--- config.mk ---
export PLATFORM = sky130hd
export DESIGN_NAME = multicycle_controller
export DESIGN_NICKNAME = d
export VERILOG_FILES = /design/src/rtl/riscv_pkg.sv /design/src/rtl/control_decoder.sv /design/src/rtl/multicycle_controller.sv
export SDC_FILE = /design/constraint.sdc
export NUM_CORES = 1
export LEC_CHECK = 0
export BUFFER_PORTS_ARGS = -buffer_cell sky130_fd_sc_hd__buf_2
export CAP_MARGIN = 10
export CELL_PAD_IN_SITES_DETAIL_PLACEMENT = 1
export CELL_PAD_IN_SITES_GLOBAL_PLACEMENT = 1
export CORE_ASPECT_RATIO = 0.7
export CORE_MARGIN = 4
export CORE_UTILIZATION = 36
export DETAILED_ROUTE_END_ITERATION = 16
export PLACE_DENSITY = 0.78
export SLEW_MARGIN = 20
export SYNTH_ARGS = -nofsm -noshare
export SYNTH_HDL_FRONTEND = slang
export SYNTH_SLANG_ARGS = --single-unit
--- constraint.sdc ---
create_clock -name clk -period 2 [get_ports clk]
set_input_delay 0.1 -clock clk [delete_from_list [all_inputs] [get_ports clk]]
set_output_delay 0.1 -clock clk [all_outputs]
set_load 0.02 [all_outputs]
--- src/rtl/riscv_pkg.sv ---
// Shared definitions for the RV32I multi-cycle control path.
// Holds the base opcode constants, the ALU operation encoding, the FSM state
// encoding, datapath select encodings, the instruction class used between the
// decoder and the controller, and the branch-resolution helper.
package riscv_pkg;

    localparam logic [6:0] OPC_R      = 7'b0110011;
    localparam logic [6:0] OPC_I      = 7'b0010011;
    localparam logic [6:0] OPC_LOAD   = 7'b0000011;
    localparam logic [6:0] OPC_STORE  = 7'b0100011;
    localparam logic [6:0] OPC_BRANCH = 7'b1100011;
    localparam logic [6:0] OPC_JAL    = 7'b1101111;
    localparam logic [6:0] OPC_JALR   = 7'b1100111;
    localparam logic [6:0] OPC_LUI    = 7'b0110111;
    localparam logic [6:0] OPC_AUIPC  = 7'b0010111;

    // addi x0, x0, 0: the instruction register holds this out of reset
    localparam logic [31:0] NOP_INSTR = 32'h0000_0013;

    typedef enum logic [3:0] {
        ALU_ADD  = 4'd0,
        ALU_SUB  = 4'd1,
        ALU_SLL  = 4'd2,
        ALU_SLT  = 4'd3,
        ALU_SLTU = 4'd4,
        ALU_XOR  = 4'd5,
        ALU_SRL  = 4'd6,
        ALU_SRA  = 4'd7,
        ALU_OR   = 4'd8,
        ALU_AND  = 4'd9
    } alu_op_e;

    typedef enum logic [2:0] {
        ST_FETCH     = 3'd0,
        ST_DECODE    = 3'd1,
        ST_EXECUTE   = 3'd2,
        ST_MEM       = 3'd3,
        ST_WRITEBACK = 3'd4,
        ST_FAULT     = 3'd5
    } state_e;

    typedef enum logic [1:0] {
        PC_SRC_PC4    = 2'd0,
        PC_SRC_BRANCH = 2'd1,
        PC_SRC_JAL    = 2'd2,
        PC_SRC_JALR   = 2'd3
    } pc_src_e;

    typedef enum logic [1:0] {
        WB_ALU = 2'd0,
        WB_MEM = 2'd1,
        WB_PC4 = 2'd2
    } wb_sel_e;

    typedef enum logic [1:0] {
        A_RS1    = 2'd0,
        A_OLD_PC = 2'd1,
        A_ZERO   = 2'd2
    } alu_a_sel_e;

    typedef enum logic [3:0] {
        CLS_R      = 4'd0,
        CLS_I      = 4'd1,
        CLS_LOAD   = 4'd2,
        CLS_STORE  = 4'd3,
        CLS_BRANCH = 4'd4,
        CLS_JAL    = 4'd5,
        CLS_JALR   = 4'd6,
        CLS_LUI    = 4'd7,
        CLS_AUIPC  = 4'd8,
        CLS_NONE   = 4'd9
    } instr_class_e;

    // Branch compares run through the ALU (SUB / SLT / SLTU); the zero flag
    // then tells equal / not-less-than, so each condition is zero or !zero.
    function automatic logic branch_taken(input logic [2:0] funct3, input logic zero);
        logic taken;
        case (funct3)
            3'b000:         taken = zero;   // BEQ
            3'b001:         taken = !zero;  // BNE
            3'b100, 3'b110: taken = !zero;  // BLT, BLTU: less-than result is 1
            3'b101, 3'b111: taken = zero;   // BGE, BGEU: less-than result is 0
            default:        taken = 1'b0;
        endcase
        return taken;
    endfunction

endpackage

--- src/rtl/control_decoder.sv ---
// Combinational instruction decoder.
// Ports:
//   opcode, funct3, funct7 : fields of the captured instruction
//   cls                    : instruction class
//   alu_op                 : ALU operation used in EXECUTE
//   illegal                : encoding not supported by the core
module control_decoder
    import riscv_pkg::*;
(
    input  logic [6:0]   opcode,
    input  logic [2:0]   funct3,
    input  logic [6:0]   funct7,
    output instr_class_e cls,
    output alu_op_e      alu_op,
    output logic         illegal
);

    // Register/immediate arithmetic; alternate encodings select SUB and SRA.
    function automatic alu_op_e arith_op(input logic [2:0] f3, input logic alt_add,
                                         input logic alt_shift);
        alu_op_e op;
        case (f3)
            3'b000:  op = alt_add ? ALU_SUB : ALU_ADD;
            3'b001:  op = ALU_SLL;
            3'b010:  op = ALU_SLT;
            3'b011:  op = ALU_SLTU;
            3'b100:  op = ALU_XOR;
            3'b101:  op = alt_shift ? ALU_SRA : ALU_SRL;
            3'b110:  op = ALU_OR;
            3'b111:  op = ALU_AND;
            default: op = ALU_ADD;
        endcase
        return op;
    endfunction

    // Opcode/funct classification
    always_comb begin
        cls     = CLS_NONE;
        alu_op  = ALU_ADD;
        illegal = 1'b0;
        case (opcode)
            OPC_R: begin
                cls    = CLS_R;
                alu_op = arith_op(funct3, funct7[5], funct7[5]);
                // only ADD/SUB and SRL/SRA have a second funct7 encoding
                if (funct7 == 7'b0000000) begin
                    illegal = 1'b0;
                end else if (funct7 == 7'b0100000 &&
                             (funct3 == 3'b000 || funct3 == 3'b101)) begin
                    illegal = 1'b0;
                end else begin
                    illegal = 1'b1;
                end
            end
            OPC_I: begin
                cls    = CLS_I;
                alu_op = arith_op(funct3, 1'b0, funct7[5]);
                // funct7 is immediate data except for the shift-immediates
                if (funct3 == 3'b001) begin
                    illegal = (funct7 != 7'b0000000);
                end else if (funct3 == 3'b101) begin
                    illegal = (funct7 != 7'b0000000) && (funct7 != 7'b0100000);
                end else begin
                    illegal = 1'b0;
                end
            end
            OPC_LOAD: begin
                cls     = CLS_LOAD;
                illegal = (funct3 == 3'b011) || (funct3[2:1] == 2'b11);
            end
            OPC_STORE: begin
                cls     = CLS_STORE;
                illegal = (funct3 > 3'b010);
            end
            OPC_BRANCH: begin
                cls     = CLS_BRANCH;
                alu_op  = !funct3[2] ? ALU_SUB : (funct3[1] ? ALU_SLTU : ALU_SLT);
                illegal = (funct3[2:1] == 2'b01);
            end
            OPC_JAL: begin
                cls = CLS_JAL;
            end
            OPC_JALR: begin
                cls     = CLS_JALR;
                illegal = (funct3 != 3'b000);
            end
            OPC_LUI: begin
                cls = CLS_LUI;
            end
            OPC_AUIPC: begin
                cls = CLS_AUIPC;
            end
            default: begin
                illegal = 1'b1;
            end
        endcase
    end

endmodule

--- src/rtl/multicycle_controller.sv ---
// Multi-cycle control FSM for the RV32I datapath: FETCH, DECODE, EXECUTE,
// MEM, WRITEBACK, plus a sticky FAULT state for illegal instructions and
// memory timeouts.
// Ports:
//   clk, reset (sync, active low)
//   instr, imem_ready, dmem_ready, zero          : memory / ALU status inputs
//   imem_req, dmem_req, dmem_we                  : memory requests
//   ir_write, pc_write, pc_src, reg_write        : datapath enables
//   alu_src, alu_a_sel, alu_op, wb_sel           : datapath selects
//   fault, state                                 : status / debug
// MAX_WAIT: cycles a request may go unanswered before FAULT (0 = no limit).
module multicycle_controller
    import riscv_pkg::*;
#(
    parameter int unsigned MAX_WAIT = 255
) (
    input  logic        clk,
    input  logic        reset,
    input  logic [31:0] instr,
    input  logic        imem_ready,
    input  logic        dmem_ready,
    input  logic        zero,
    output logic        imem_req,
    output logic        dmem_req,
    output logic        dmem_we,
    output logic        ir_write,
    output logic        pc_write,
    output logic [1:0]  pc_src,
    output logic        reg_write,
    output logic        alu_src,
    output logic [1:0]  alu_a_sel,
    output logic [3:0]  alu_op,
    output logic [1:0]  wb_sel,
    output logic        fault,
    output logic [2:0]  state
);

    localparam logic [7:0] MAX_WAIT_C = 8'(MAX_WAIT);

    state_e       state_q, state_d;
    logic [31:0]  ir_q, ir_d;
    logic [7:0]   wait_q, wait_d;

    instr_class_e cls_s;
    alu_op_e      dec_alu_op_s;
    logic         illegal_s;
    logic [4:0]   rd_s;
    logic         wait_expired_s;
    logic [7:0]   wait_inc_s;
    logic         unused_operand_bits_s;

    logic         imem_req_s, dmem_req_s, dmem_we_s, ir_write_s, pc_write_s;
    pc_src_e      pc_src_s;
    logic         reg_write_s, alu_src_s, fault_s;
    alu_a_sel_e   alu_a_sel_s;
    alu_op_e      alu_op_s;
    wb_sel_e      wb_sel_s;

    control_decoder u_decoder (
        .opcode  (ir_q[6:0]),
        .funct3  (ir_q[14:12]),
        .funct7  (ir_q[31:25]),
        .cls     (cls_s),
        .alu_op  (dec_alu_op_s),
        .illegal (illegal_s)
    );

    assign rd_s = ir_q[11:7];
    // register-source fields belong to the datapath, not to control
    assign unused_operand_bits_s = ^ir_q[24:15];

    // Timeout fires on the cycle that would bring the count up to the limit;
    // a ready in that same cycle is checked first and wins.
    assign wait_expired_s = (MAX_WAIT_C != 8'd0) && ((wait_q + 8'd1) == MAX_WAIT_C);
    assign wait_inc_s     = (wait_q == 8'hFF) ? wait_q : (wait_q + 8'd1);

    // Next-state and unmasked datapath control
    always_comb begin
        state_d     = state_q;
        ir_d        = ir_q;
        wait_d      = 8'd0;
        imem_req_s  = 1'b0;
        dmem_req_s  = 1'b0;
        dmem_we_s   = 1'b0;
        ir_write_s  = 1'b0;
        pc_write_s  = 1'b0;
        pc_src_s    = PC_SRC_PC4;
        reg_write_s = 1'b0;
        wb_sel_s    = WB_ALU;
        fault_s     = 1'b0;
        alu_op_s    = ALU_ADD;
        alu_src_s   = 1'b0;
        alu_a_sel_s = A_RS1;

        // ALU controls stay stable from EXECUTE through WRITEBACK
        if (state_q == ST_EXECUTE || state_q == ST_MEM || state_q == ST_WRITEBACK) begin
            alu_op_s  = dec_alu_op_s;
            alu_src_s = (cls_s != CLS_R) && (cls_s != CLS_BRANCH);
            case (cls_s)
                CLS_LUI:            alu_a_sel_s = A_ZERO;
                CLS_AUIPC, CLS_JAL: alu_a_sel_s = A_OLD_PC;
                default:            alu_a_sel_s = A_RS1;
            endcase
        end else begin
            alu_op_s    = ALU_ADD;
            alu_src_s   = 1'b0;
            alu_a_sel_s = A_RS1;
        end

        case (state_q)
            ST_FETCH: begin
                imem_req_s = 1'b1;
                if (imem_ready) begin
                    ir_write_s = 1'b1;
                    pc_write_s = 1'b1;
                    pc_src_s   = PC_SRC_PC4;
                    ir_d       = instr;
                    state_d    = ST_DECODE;
                end else if (wait_expired_s) begin
                    state_d = ST_FAULT;
                end else begin
                    wait_d = wait_inc_s;
                end
            end
            ST_DECODE: begin
                if (illegal_s) begin
                    state_d = ST_FAULT;
                end else begin
                    state_d = ST_EXECUTE;
                end
            end
            ST_EXECUTE: begin
                case (cls_s)
                    CLS_LOAD, CLS_STORE: state_d = ST_MEM;
                    CLS_BRANCH: begin
                        if (branch_taken(ir_q[14:12], zero)) begin
                            pc_write_s = 1'b1;
                            pc_src_s   = PC_SRC_BRANCH;
                        end else begin
                            pc_write_s = 1'b0;
                        end
                        state_d = ST_FETCH;
                    end
                    default: state_d = ST_WRITEBACK;
                endcase
            end
            ST_MEM: begin
                dmem_req_s = 1'b1;
                dmem_we_s  = (cls_s == CLS_STORE);
                if (dmem_ready) begin
                    if (cls_s == CLS_LOAD) begin
                        state_d = ST_WRITEBACK;
                    end else begin
                        state_d = ST_FETCH;
                    end
                end else if (wait_expired_s) begin
                    state_d = ST_FAULT;
                end else begin
                    wait_d = wait_inc_s;
                end
            end
            ST_WRITEBACK: begin
                reg_write_s = (rd_s != 5'd0);
                case (cls_s)
                    CLS_LOAD: wb_sel_s = WB_MEM;
                    CLS_JAL: begin
                        wb_sel_s   = WB_PC4;
                        pc_write_s = 1'b1;
                        pc_src_s   = PC_SRC_JAL;
                    end
                    CLS_JALR: begin
                        wb_sel_s   = WB_PC4;
                        pc_write_s = 1'b1;
                        pc_src_s   = PC_SRC_JALR;
                    end
                    default: wb_sel_s = WB_ALU;
                endcase
                state_d = ST_FETCH;
            end
            ST_FAULT: begin
                fault_s = 1'b1;
            end
            default: begin
                state_d = ST_FAULT;
            end
        endcase
    end

    // Port drive: everything held low while reset is asserted
    always_comb begin
        if (reset) begin
            imem_req  = imem_req_s;
            dmem_req  = dmem_req_s;
            dmem_we   = dmem_we_s;
            ir_write  = ir_write_s;
            pc_write  = pc_write_s;
            pc_src    = pc_src_s;
            reg_write = reg_write_s;
            alu_src   = alu_src_s;
            alu_a_sel = alu_a_sel_s;
            alu_op    = alu_op_s;
            wb_sel    = wb_sel_s;
            fault     = fault_s;
            state     = state_q;
        end else begin
            imem_req  = 1'b0;
            dmem_req  = 1'b0;
            dmem_we   = 1'b0;
            ir_write  = 1'b0;
            pc_write  = 1'b0;
            pc_src    = 2'd0;
            reg_write = 1'b0;
            alu_src   = 1'b0;
            alu_a_sel = 2'd0;
            alu_op    = 4'd0;
            wb_sel    = 2'd0;
            fault     = 1'b0;
            state     = ST_FETCH;
        end
    end

    // State, instruction and wait-counter registers
    always_ff @(posedge clk) begin
        if (!reset) begin
            state_q <= ST_FETCH;
            ir_q    <= NOP_INSTR;
            wait_q  <= 8'd0;
        end else begin
            state_q <= state_d;
            ir_q    <= ir_d;
            wait_q  <= wait_d;
        end
    end

endmodule

; ---- After elaboration in Yosys (flattened, before gate mapping)
; Cells that the tools add are included.
[totals]
register_bits = 43
in_bits = 37
out_inout_bits = 21
wordCells = 124
[classes]
add_sub_neg = 1
n_lt_le_gt_ge = 1
eq_ne = 35
n_mux = 62
reduce_logical = 22
[ops]
columns = op, count
row1 = $pmux W4 S8, 2
row2 = $pmux W4 S9, 1
row3 = $mux W8, 4
row4 = $mux W1, 29
row5 = $eq A7 B6 Y1 const B, 4
row6 = $eq A7 B7 Y1 const B, 3
row7 = $mux W3, 7
row8 = $eq A3 B3 Y1 const B, 6
row9 = $pmux W3 S6, 1
row10 = $eq A4 B3 Y1 const B, 4
row11 = $eq A8 B8 Y1 const B, 2
row12 = $pmux W2 S2, 4
row13 = $pmux W8 S2, 1
row14 = $eq A7 B5 Y1 const B, 2
row15 = $eq A3 B2 Y1 const B, 4
row16 = $mux W4, 3
row17 = $pmux W4 S3, 1
row18 = $mux W2, 5
row19 = $reduce_or A3 Y1, 3
row20 = $add A8 B1 Y8 const B, 1
row21 = $eq A4 B2 Y1 const B, 2
row22 = $eq A7 B2 Y1 const B, 1
row23 = $logic_not A7 Y1, 1
row24 = $ne A7 B6 Y1 const B, 1
row25 = 20 further kinds, 29

; ---- Logic depth before layout (Yosys ltp)
; Gate-level depths: netlist of the first run.
[logic_depth]
word_depth = 9
ltp_mapped = 7
ltp_nobuf = 7

; ---- Modules after synthesis
; From an unflattened synthesis of the first run, not the netlist that was laid out.
[unflattened]
cells_unflattened = 308
area_unflattened_um2 = 2189.6
[by_module_without_submodules]
columns = module, instances, cells_per_inst, area_each_um2
row1 = multicycle_controller, 1, 240, 1788.0
row2 = control_decoder, 1, 68, 401.6

; ---- Least setup slack after synthesis of the first run
; Ideal clock, no wire load.
[synth_timing]
path_kind = register to output
start = register ir_q[2]
end = output port dmem_we
arrival_ns = 1.787
required_ns = 1.900
setup_slack_ns = 0.113
path_stages_with_launch = 7
path_buffers = 1
path_cell_list = dfxtp_1 -> buf_6 -> or3_4 -> o2bb2ai_2 -> a32o_2 -> nand3_2 -> a2111oi_2
[synth_via]
elab_chain_cells = 5
word_cells_on_any_way = 13
cone_classes = 10 x eq/ne / 3 x mux
[synth_lines]
columns = item, line
row1 = "start, declared", multicycle_controller.sv:41  ; logic [31:0] ir_q, ir_d;
row2 = "start signal, assigned", multicycle_controller.sv:230  ; ir_q <= ir_d;
row3 = "$eq A7 B5 Y1, or another cell as far along", control_decoder.sv:41  ; case (opcode)
row4 = $pmux W4 S9 (*), control_decoder.sv:41
row5 = $eq A4 B2 Y1 (*), multicycle_controller.sv:149  ; dmem_we_s = (cls_s == CLS_STORE);
row6 = $mux W1 (*), multicycle_controller.sv:110  ; case (state_q)
row7 = $mux W1 (*), multicycle_controller.sv:191  ; if (reset) begin
row8 = "end, declared", multicycle_controller.sv:25  ; output logic dmem_we,
; Every way passes the cells marked *; elsewhere a longest branch is shown, timed or not.

; ---- Worst setup path in the final report of the first run
[layout_timing]
start = register ir_q[3]
end = output port alu_op[2]
[layout_via]
elab_chain_cells = 4
word_cells_on_any_way = 6
cone_classes = 3 x eq/ne / 3 x mux
[layout_lines]
columns = item, line
row1 = "$eq A7 B7 Y1, or another cell as far along", control_decoder.sv:41
row2 = $pmux W4 S3 (*), control_decoder.sv:41
row3 = $mux W4 (*), multicycle_controller.sv:96  ; if (state_q == ST_EXECUTE || state_q == ST_MEM || state_q == ST_WRITEBACK) begin
row4 = $mux W4 (*), multicycle_controller.sv:191
row5 = "end, declared", multicycle_controller.sv:32  ; output logic [3:0] alu_op,
; Marked as above.

==> results.yml, run 1 <==
cts:
  h-tree-depth: 2
  clockBufferDepth: 2
  clk_pin_slew_ns: 0.07
  cts_tree: "built"
  worstSkewPairLatency_ns: 0.28
  cts_sinks: 33
  ctsHoldBuffers: 0
  numCtsBuffers: 5
  clock-root-buffer: "clkbuf_8"
power_and_ir_drop:
  power.switching_mw: 1.40
  p_leak_nw: 1.09
  internal_power_mw: 1.76
  peakVddDrop_mv: 0.484
  power_density_mw_per_mm2: 1180
  seq_power_share_pct: 32.7
  p_clk_share_pct: 16.3
  p_sw_share_pct: 44.2
  p_comb_share_pct: 51.0
timing:
  skew_ns: 0.00433
  rsz0062_at_grt: "true"
  setup_ws_ns: 0.0231
  hold_ws_ns: 0.0355
  min_period_ns: 1.98
  fin_crit_sh_pct: 98.8
  max_freq_mhz: 506
  tightest_slew_ns: 0.406
  hold_viol_final: 0
  max_slew_margin_pct: 72.9
  maxSlewViolCount: 0
  setup_viol: 0
detailed_routing:
  vias: 2180
  drc: 0
  drt_pass1_iterations: 4
  drt-wirelength-per-cell_um: 16.0
  ant_nets: 0
  drt_wl_total_um: 6600
  vias_per_cell: 5.29
  drt_first_iter_violations: 101
critical_path:
  worstPathRequired_ns: 1.90
  path_cells: "buf_6 -> and4bb_2 -> and3_4 -> nand2_1 -> o21ai_1 -> nand2_1 -> a21oi_2 -> buf_6"
  cp_max_fo: 5
  crit_path_top_delay_cell: "and4bb_2"
  worst-setup-path-type: "flip-flop to output pin"
  endpoint_kind: "output pin"
  cp.arrival_ns: 1.88
  crit_buf_inv: 2
  path_delay_family: "simple AND/OR/NAND/NOR gates"
  start_kind: "flip-flop"
  slowest_delay_ns: 0.36
synth:
  synth_most_common_cell: "nand2_1"
  avgSynthCellArea_um2: 7.20
  yosys_warnings: 0
  syn_inst: 284
  synth_top_cell_by_area: "dfxtp_1"
  synthDistinctLibCells: 49
  ys_async_sr_fraction_pct: 0
  syn_area_mm2: 0.00205
  ys_ff_latch: 33
  syn_nets: 323
  synth_area_leaders: "dfxtp_1 32%, nand2_1 12%, a21oi_1 8.3%"
  ys_top_cells_by_count: "64 x nand2_1, 34 x a21oi_1, 33 x dfxtp_1"
  yosysTopAreaCellShare_pct: 32.3
  yosysSeqAreaShare_pct: 32.3
  synth_edf_count: 0
  synthFlopType: "dfxtp_1"
global_route:
  gr-total-overflow: 0
  grt_pass1_vias: 2137
  grt_pass1_wl_um: 10500
  gr-usage-met2_pct: 28.2
  grt_max_degree: 23
  grt_util_all_layers_pct: 18.4
  grt.busiest_layer: "met2"
  met1_usage_pct: 26.2
  grtUsageMet3_pct: 3.45
  antenna_found_initial: 0
hold_path:
  hp-class: "primary input to flip-flop"
floorplan:
  start_util_pct: 38.1
  core_area_mm2: 0.00537
  rows: 22
  die_height_um: 71.1
  fp.dieW_um: 98.1
  ios: 58
  fp.dieArea_mm2: 0.00697
placement:
  pre_cts_ws_ns: 0.167
  dp_hpwl_um: 4730
  gp_congestion: 0.833
  io_buffers: 47
  dp_cells: 399
layout:
  drive_above_1_share_pct: 32.1
  fin_nets: 379
  n_antenna_cell: 0
  layout-area-overhead-vs-synth_pct: 30.4
  finalNonFillerCells: 412
run_status:
  outcome: "complete, no violations"
run:
  maxCapViolations: 0
[power by group through the flow]
stage	Clock [mW]	Combinational (mW)	Sequential [mW]
finish	0.516	1.61	1.03
global route	0.559	1.77	1.06
CTS	0.533	1.49	1.00
detailed placement	0	1.42	1.01
global placement	0	1.39	1.00
floorplan	0	1.09	0.904
[routing by layer]
layer  share of wire (%)  wire [um]
met2                  45       2960
met4                0.88         58
met3                 4.7        308
met1                  50       3270
met5                   0          0
[sequential cells by signal, indices dropped and copies added (netlist names)]
name and flops:
ir_q 22, state_q 3, wait_q 8
[worst paths after layout]
path | depth (start not counted) | slack, ns | startpoint | endpoint
hold / removal | 3 | 0.04 | instr[1] | ir_q[1]
setup / recovery | 8 | 0.02 | ir_q[3] | alu_op[2]
setup reg to reg | 7 | 0.17 | ir_q[26] | state_q[2]
hold reg to reg | 2 | 0.45 | ir_q[28] | ir_q[28]
[kinds of logic (layout without fill, tap and decap cells)]
| family | Yosys count | count (layout) | share of synthesized area [%] |
|---|---|---|---|
| simple gates | 150 | 150 | 36.9 |
| mux | 2 | 2 | 0.979 |
| flops | 33 | 33 | 32.3 |
| compound gates | 65 | 65 | 20.1 |
| xor+xnor | 8 | 8 | 3.42 |
| fa+ha+maj | 2 | 2 | 1.22 |
| buf+inv | 24 | 80 | 5.08 |
[timing repair]
| item | in CTS | in global routing |
|---|---|---|
| pin swaps | 2 | 7 |
| setup endpoints to repair | 5 | 9 |
| resized for setup | 9 | 27 |
| setup buffers | 1 | 5 |
[layout make-up]
type / instances / area [um^2]
inverter: 6 / 22.5
sequential: 33 / 673
multi-input combinational: 227 / 1370
clock buffer: 6 / 82.6
tap: 72 / 90.1
fill: 698 / 2700
clock inverter: 1 / 7.51
timing repair buffer: 67 / 424
[tightest hold or removal path, delay by kind of cell]
kind | cells | cell delay [ns]
buffers and inverters | 1 | 0.07
AND/OR/NAND/NOR | 2 | 0.11
[per-stage QoR]
stage                     setup TNS (ns)  power, mW  area (um^2)  utilization (%)
final                                  0       3.16         2670             49.7
after global routing              -0.221       3.40         2670             49.7
after floorplan                        0       1.99         2050                -
after global placement                 0       2.39         2390             44.6
after CTS                              0       3.02         2520             47.0
after detailed placement               0       2.44         2390             44.6
[cells in the final DEF (no fill, tap or decap), drive strengths merged, types with 3 or more instances in the layout]
| cell type | Yosys | final |
|---|---|---|
| buf | 6 | 67 |
| nand2 | 64 | 64 |
| a21oi | 34 | 34 |
| dfxtp | 33 | 33 |
| nor2 | 30 | 30 |
| nand3 | 14 | 14 |
| nor3 | 12 | 12 |
| o21ai | 10 | 10 |
| inv | 6 | 6 |
| clkbuf | 12 | 6 |
| nand2b | 6 | 6 |
| xor2 | 4 | 4 |
| and2 | 4 | 4 |
| xnor2 | 4 | 4 |
| a211oi | 4 | 4 |
| nor4 | 4 | 4 |
| a221oi | 3 | 3 |
| or3 | 3 | 3 |
(Power assumes the default switching activity.)
==> run 2: changes to the inputs <==
HOLD_SLACK_MARGIN = 0.12   (was unset)
==> results.yml, run 2 (same netlist as run 1, synthesis figures left out) <==
detailed_routing:
  ant_nets: 0
  drt_first_iter_violations: 151
  vias: 2304
  vias_per_cell: 5.31
  drt-wirelength-per-cell_um: 16.1
  drt_wl_total_um: 7000
  drc: 0
  drt_pass1_iterations: 4
power_and_ir_drop:
  p_leak_nw: 1.18
  peakVddDrop_mv: 0.488
  power_density_mw_per_mm2: 1110
  total_power_mw: 3.18
layout:
  layout_common_cells: "64 x nand2_1, 44 x buf_2, 33 x a21oi_1"
  fin_nets: 401
  n_antenna_cell: 0
  fin_area_mm2: 0.00286
  finalNonFillerCells: 434
  fin_util_pct: 53.3
  layout-area-overhead-vs-synth_pct: 39.8
  final_common_cell: "nand2_1"
  largest_registers: "ir_q: 22 flops, wait_q: 8 flops, state_q: 3 flops"
  top_register: "ir_q"
  largest_register_ffs: 22
  drive_above_1_share_pct: 29.0
run:
  maxCapViolations: 0
critical_path:
  crit_path_top_delay_cell: "or3_4"
  slowest_delay_ns: 0.42
  worstPathRequired_ns: 1.90
  cp_max_fo: 2
  worst-setup-path-type: "flip-flop to output pin"
  start_kind: "flip-flop"
  endpoint_kind: "output pin"
  path_cells: "or3_4 -> o2bb2ai_4 -> a32o_2 -> nand3_2 -> a2111oi_2 -> buf_2"
  cp.arrival_ns: 1.87
cts:
  clk_pin_slew_ns: 0.07
  cts_tree: "built"
  h-tree-depth: 2
  worstSkewPairLatency_ns: 0.29
  clock-root-buffer: "clkbuf_8"
  cts_sinks: 33
  numCtsBuffers: 5
  clockBufferDepth: 2
hold_path:
  hp-class: "primary input to flip-flop"
timing:
  fin_crit_sh_pct: 98.5
  min_period_ns: 1.97
  maxSlewViolCount: 0
  setup_ws_ns: 0.0297
  tightest_slew_ns: 0.433
  hold_viol_final: 0
  rsz0062_at_grt: "true"
  max_freq_mhz: 508
  max_slew_margin_pct: 71.1
  setup_viol: 0
  skew_ns: 0.00232
floorplan:
  ios: 58
  fp.dieArea_mm2: 0.00697
  start_util_pct: 38.1
  fp.dieW_um: 98.1
  die_height_um: 71.1
  rows: 22
  core_area_mm2: 0.00537
placement:
  dp_hpwl_um: 4730
  dp_cells: 399
  placed_area_mm2: 0.00239
  io_buffers: 47
  pre_cts_ws_ns: 0.167
  gp_congestion: 0.833
global_route:
  grt_pass1_vias: 2251
  gr-total-overflow: 0
  grt_max_degree: 23
  grt_util_all_layers_pct: 19.9
  grt_pass1_wl_um: 11300
  antenna_found_initial: 0
run_status:
  outcome: "complete, no violations"
-- run 2: final timing paths --
check             start    endpoint  slack [ns]  cells after the start
max             ir_q[2]     dmem_we        0.03                      6
min          dmem_ready  state_q[1]        0.21                      3
max reg2reg     ir_q[4]  state_q[2]        0.12                      8
min reg2reg    ir_q[28]    ir_q[28]        0.45                      2
-- run 2: metal layers --
metal  track usage, %  routed length (um)
met1             27.3                3300
met2             32.8                3320
met3             3.15                 298
met4             4.61                  82
met5                0                   0
-- run 2: final cells by class --
type | instances | area [um^2]
Timing Repair Buffer | 89 | 634
Multi-Input combinational cell | 227 | 1350
Fill cell | 686 | 2510
Clock inverter | 1 | 7.51
Inverter | 6 | 22.5
Clock buffer | 6 | 82.6
Sequential cell | 33 | 674
Tap cell | 72 | 90.1
-- run 2: power by group --
part           internal [mW]  leakage, nW  switching, mW  total, mW
Sequential             0.809        0.272          0.227       1.04
Combinational          0.698        0.866          0.927       1.63
Clock                  0.272       0.0433          0.250      0.522
-- run 2: repair_timing --
| item | in CTS | in global routing |
|---|---|---|
| buffers inserted | 1 | 4 |
| pin swaps | 2 | 7 |
| gates resized for setup | 9 | 24 |
| hold buffers | 23 | 0 |
| setup endpoints to repair | 5 | 9 |
| hold endpoints to repair | 22 | 0 |
-- run 2: metrics by stage --
stage	hold WS, ns	setup TNS [ns]
after floorplan	0.224	0
after global placement	0.311	0
after detailed placement	0.326	0
after CTS	0.205	0
after global routing	0.205	-0.420
final	0.207	0
-- run 2: worst max-delay path: cells and delay by family (launching register included) --
family	cells	cell delay [ns]
AO/OA/AOI/OAI	3	0.51
buffers and inverters	1	0.22
flip-flops	1	0.33
AND/OR/NAND/NOR	2	0.52
==> run 3: changes to the inputs <==
CORE_MARGIN = 10   (was 4)
==> results.yml, run 3 (same netlist as run 1, synthesis figures left out) <==
floorplan:
  start_util_pct: 38.1
  rows: 22
  fp.dieW_um: 110
  die_height_um: 83.1
  core_area_mm2: 0.00537
  ios: 58
  fp.dieArea_mm2: 0.00915
cts:
  clock-root-buffer: "clkbuf_8"
  cts_sinks: 33
  clockBufferDepth: 2
  worstSkewPairLatency_ns: 0.30
  cts_tree: "built"
  clk_pin_slew_ns: 0.07
  h-tree-depth: 2
  numCtsBuffers: 5
timing:
  maxSlewViolCount: 0
  min_period_ns: 2.05
  fin_crit_sh_pct: 103
  fin_tns_setup_ns: -0.0509
  skew_ns: 0.00410
  hold_viol_final: 0
  max_freq_mhz: 488
  tightest_slew_ns: 0.400
  setup_viol: 1
  rsz0062_at_grt: "true"
  max_slew_margin_pct: 73.3
  setup_ws_ns: -0.0509
detailed_routing:
  drt_wl_total_um: 8240
  drt-wirelength-per-cell_um: 18.8
  drt_first_iter_violations: 127
  ant_nets: 0
  drt_pass1_iterations: 4
  vias_per_cell: 5.55
  drc: 0
  vias: 2426
layout:
  largest_register_ffs: 22
  multi_input_area_mm2: 0.00139
  fin_area_mm2: 0.00297
  fin_util_pct: 55.3
  layout_common_cells: "63 x nand2_1, 42 x buf_2, 32 x a21oi_1"
  n_antenna_cell: 0
  ff_latch_area_um2: 683
  largest_registers: "ir_q: 22 flops, wait_q: 8 flops, state_q: 3 flops"
  layout-area-overhead-vs-synth_pct: 45.0
  drive_above_1_share_pct: 30.7
  final_common_cell: "nand2_1"
  top_register: "ir_q"
  nFillCells: 676
  fin_nets: 403
placement:
  dp_hpwl_um: 4960
  gp_congestion: 0.837
  io_buffers: 47
  pre_cts_ws_ns: 0.104
  placed_area_mm2: 0.00239
run_status:
  failed_checks: "setup timing"
  outcome: "finished, violations left"
global_route:
  grt_max_degree: 23
  grt_util_all_layers_pct: 16.6
  gr-total-overflow: 0
  grt_pass1_wl_um: 12500
  grt_pass1_vias: 2454
  antenna_found_initial: 0
critical_path:
  start_kind: "flip-flop"
  worstPathRequired_ns: 1.90
  slowest_delay_ns: 0.37
  path_cells: "buf_4 -> nand3b_1 -> o21ai_2 -> o2bb2ai_4 -> a32o_2 -> nand3_4 -> a2111oi_4 -> buf_4"
  reg2reg_slack_ns: 0.16
  crit_path_top_delay_cell: "dfxtp_4"
  reg2reg_from: "ir_q[26]"
  critPathLaunch: "ir_q[4]"
  cp.arrival_ns: 1.95
  path_common_cell: "buf_4"
  path_delay_family: "compound AO/OA/AOI/OAI gates"
  worst-setup-path-type: "flip-flop to output pin"
  crit_buf_inv: 2
  endpoint_kind: "output pin"
  cp_max_fo: 6
power_and_ir_drop:
  peakVddDrop_mv: 0.485
  p_leak_nw: 1.21
  power_density_mw_per_mm2: 1180
hold_path:
  hp-class: "primary input to flip-flop"
  hold_start: "dmem_ready"
run:
  maxCapViolations: 0
[run 3: cell count changes in the layout (fill, tap and decap cells not counted), moves of 2 or more]
cell | before | now
buf_4 | 18 | 22
dfxtp_2 | 8 | 6
buf_6 | 3 | 1
dfxtp_4 | 1 | 4
buf_2 | 44 | 42
[run 3: timing repair]
item / 4_1_cts / 5_1_grt
hold buffers: 23 / 0
setup buffers: 3 / 5
endpoints found under the hold margin: 22 / 0
pin swaps: 5 / 11
gates resized for setup: 20 / 26
endpoints found under the setup margin: 5 / 17
[run 3: cell type report]
class                      count  share of cell area (%)
timing repair buffer          91                    22.5
tap                           72                    3.04
sequential                    33                    23.0
multi-input combinational    227                    46.8
inverter                       6                   0.759
clock buffer                   7                    2.91
clock inverter                 1                    1.01
[run 3: metrics by stage]
stage                     hold slack (ns)  power, mW  std cells
after floorplan                     0.224       1.99        284
after global placement              0.318       2.39        398
after detailed placement            0.327       2.42        398
after CTS                           0.178       3.24        432
after global routing                0.178       3.72        437
final                               0.175       3.50        437
[run 3: tightest hold or removal path: stages]
cell     delay (ns)
buf_2          0.11
o32a_1         0.15
o22ai_1        0.07
[run 3: final timing paths]
kind / cells past startpoint / to
setup reg to reg: 6 / state_q[0]
hold / removal: 3 / state_q[1]
setup / recovery: 8 / dmem_we
hold reg to reg: 2 / ir_q[28]
[run 3: layer usage]
metal	wire length, um	up-vias	track usage, %	share of wire [%]
li1	-	1151	-	-
met2	3970	82	26.5	48
met3	508	15	3.47	6.2
met5	0	-	0	0
met1	3580	1178	21.4	43
met4	183	0	5.90	2.2
[run 3: power by group]
group	switching [mW]	leakage (nW)	total, mW	internal, mW
clock network	0.266	0.0585	0.673	0.406
registers	0.242	0.273	1.06	0.817
logic	1.03	0.881	1.77	0.744
total	1.53	1.21	3.50	1.97
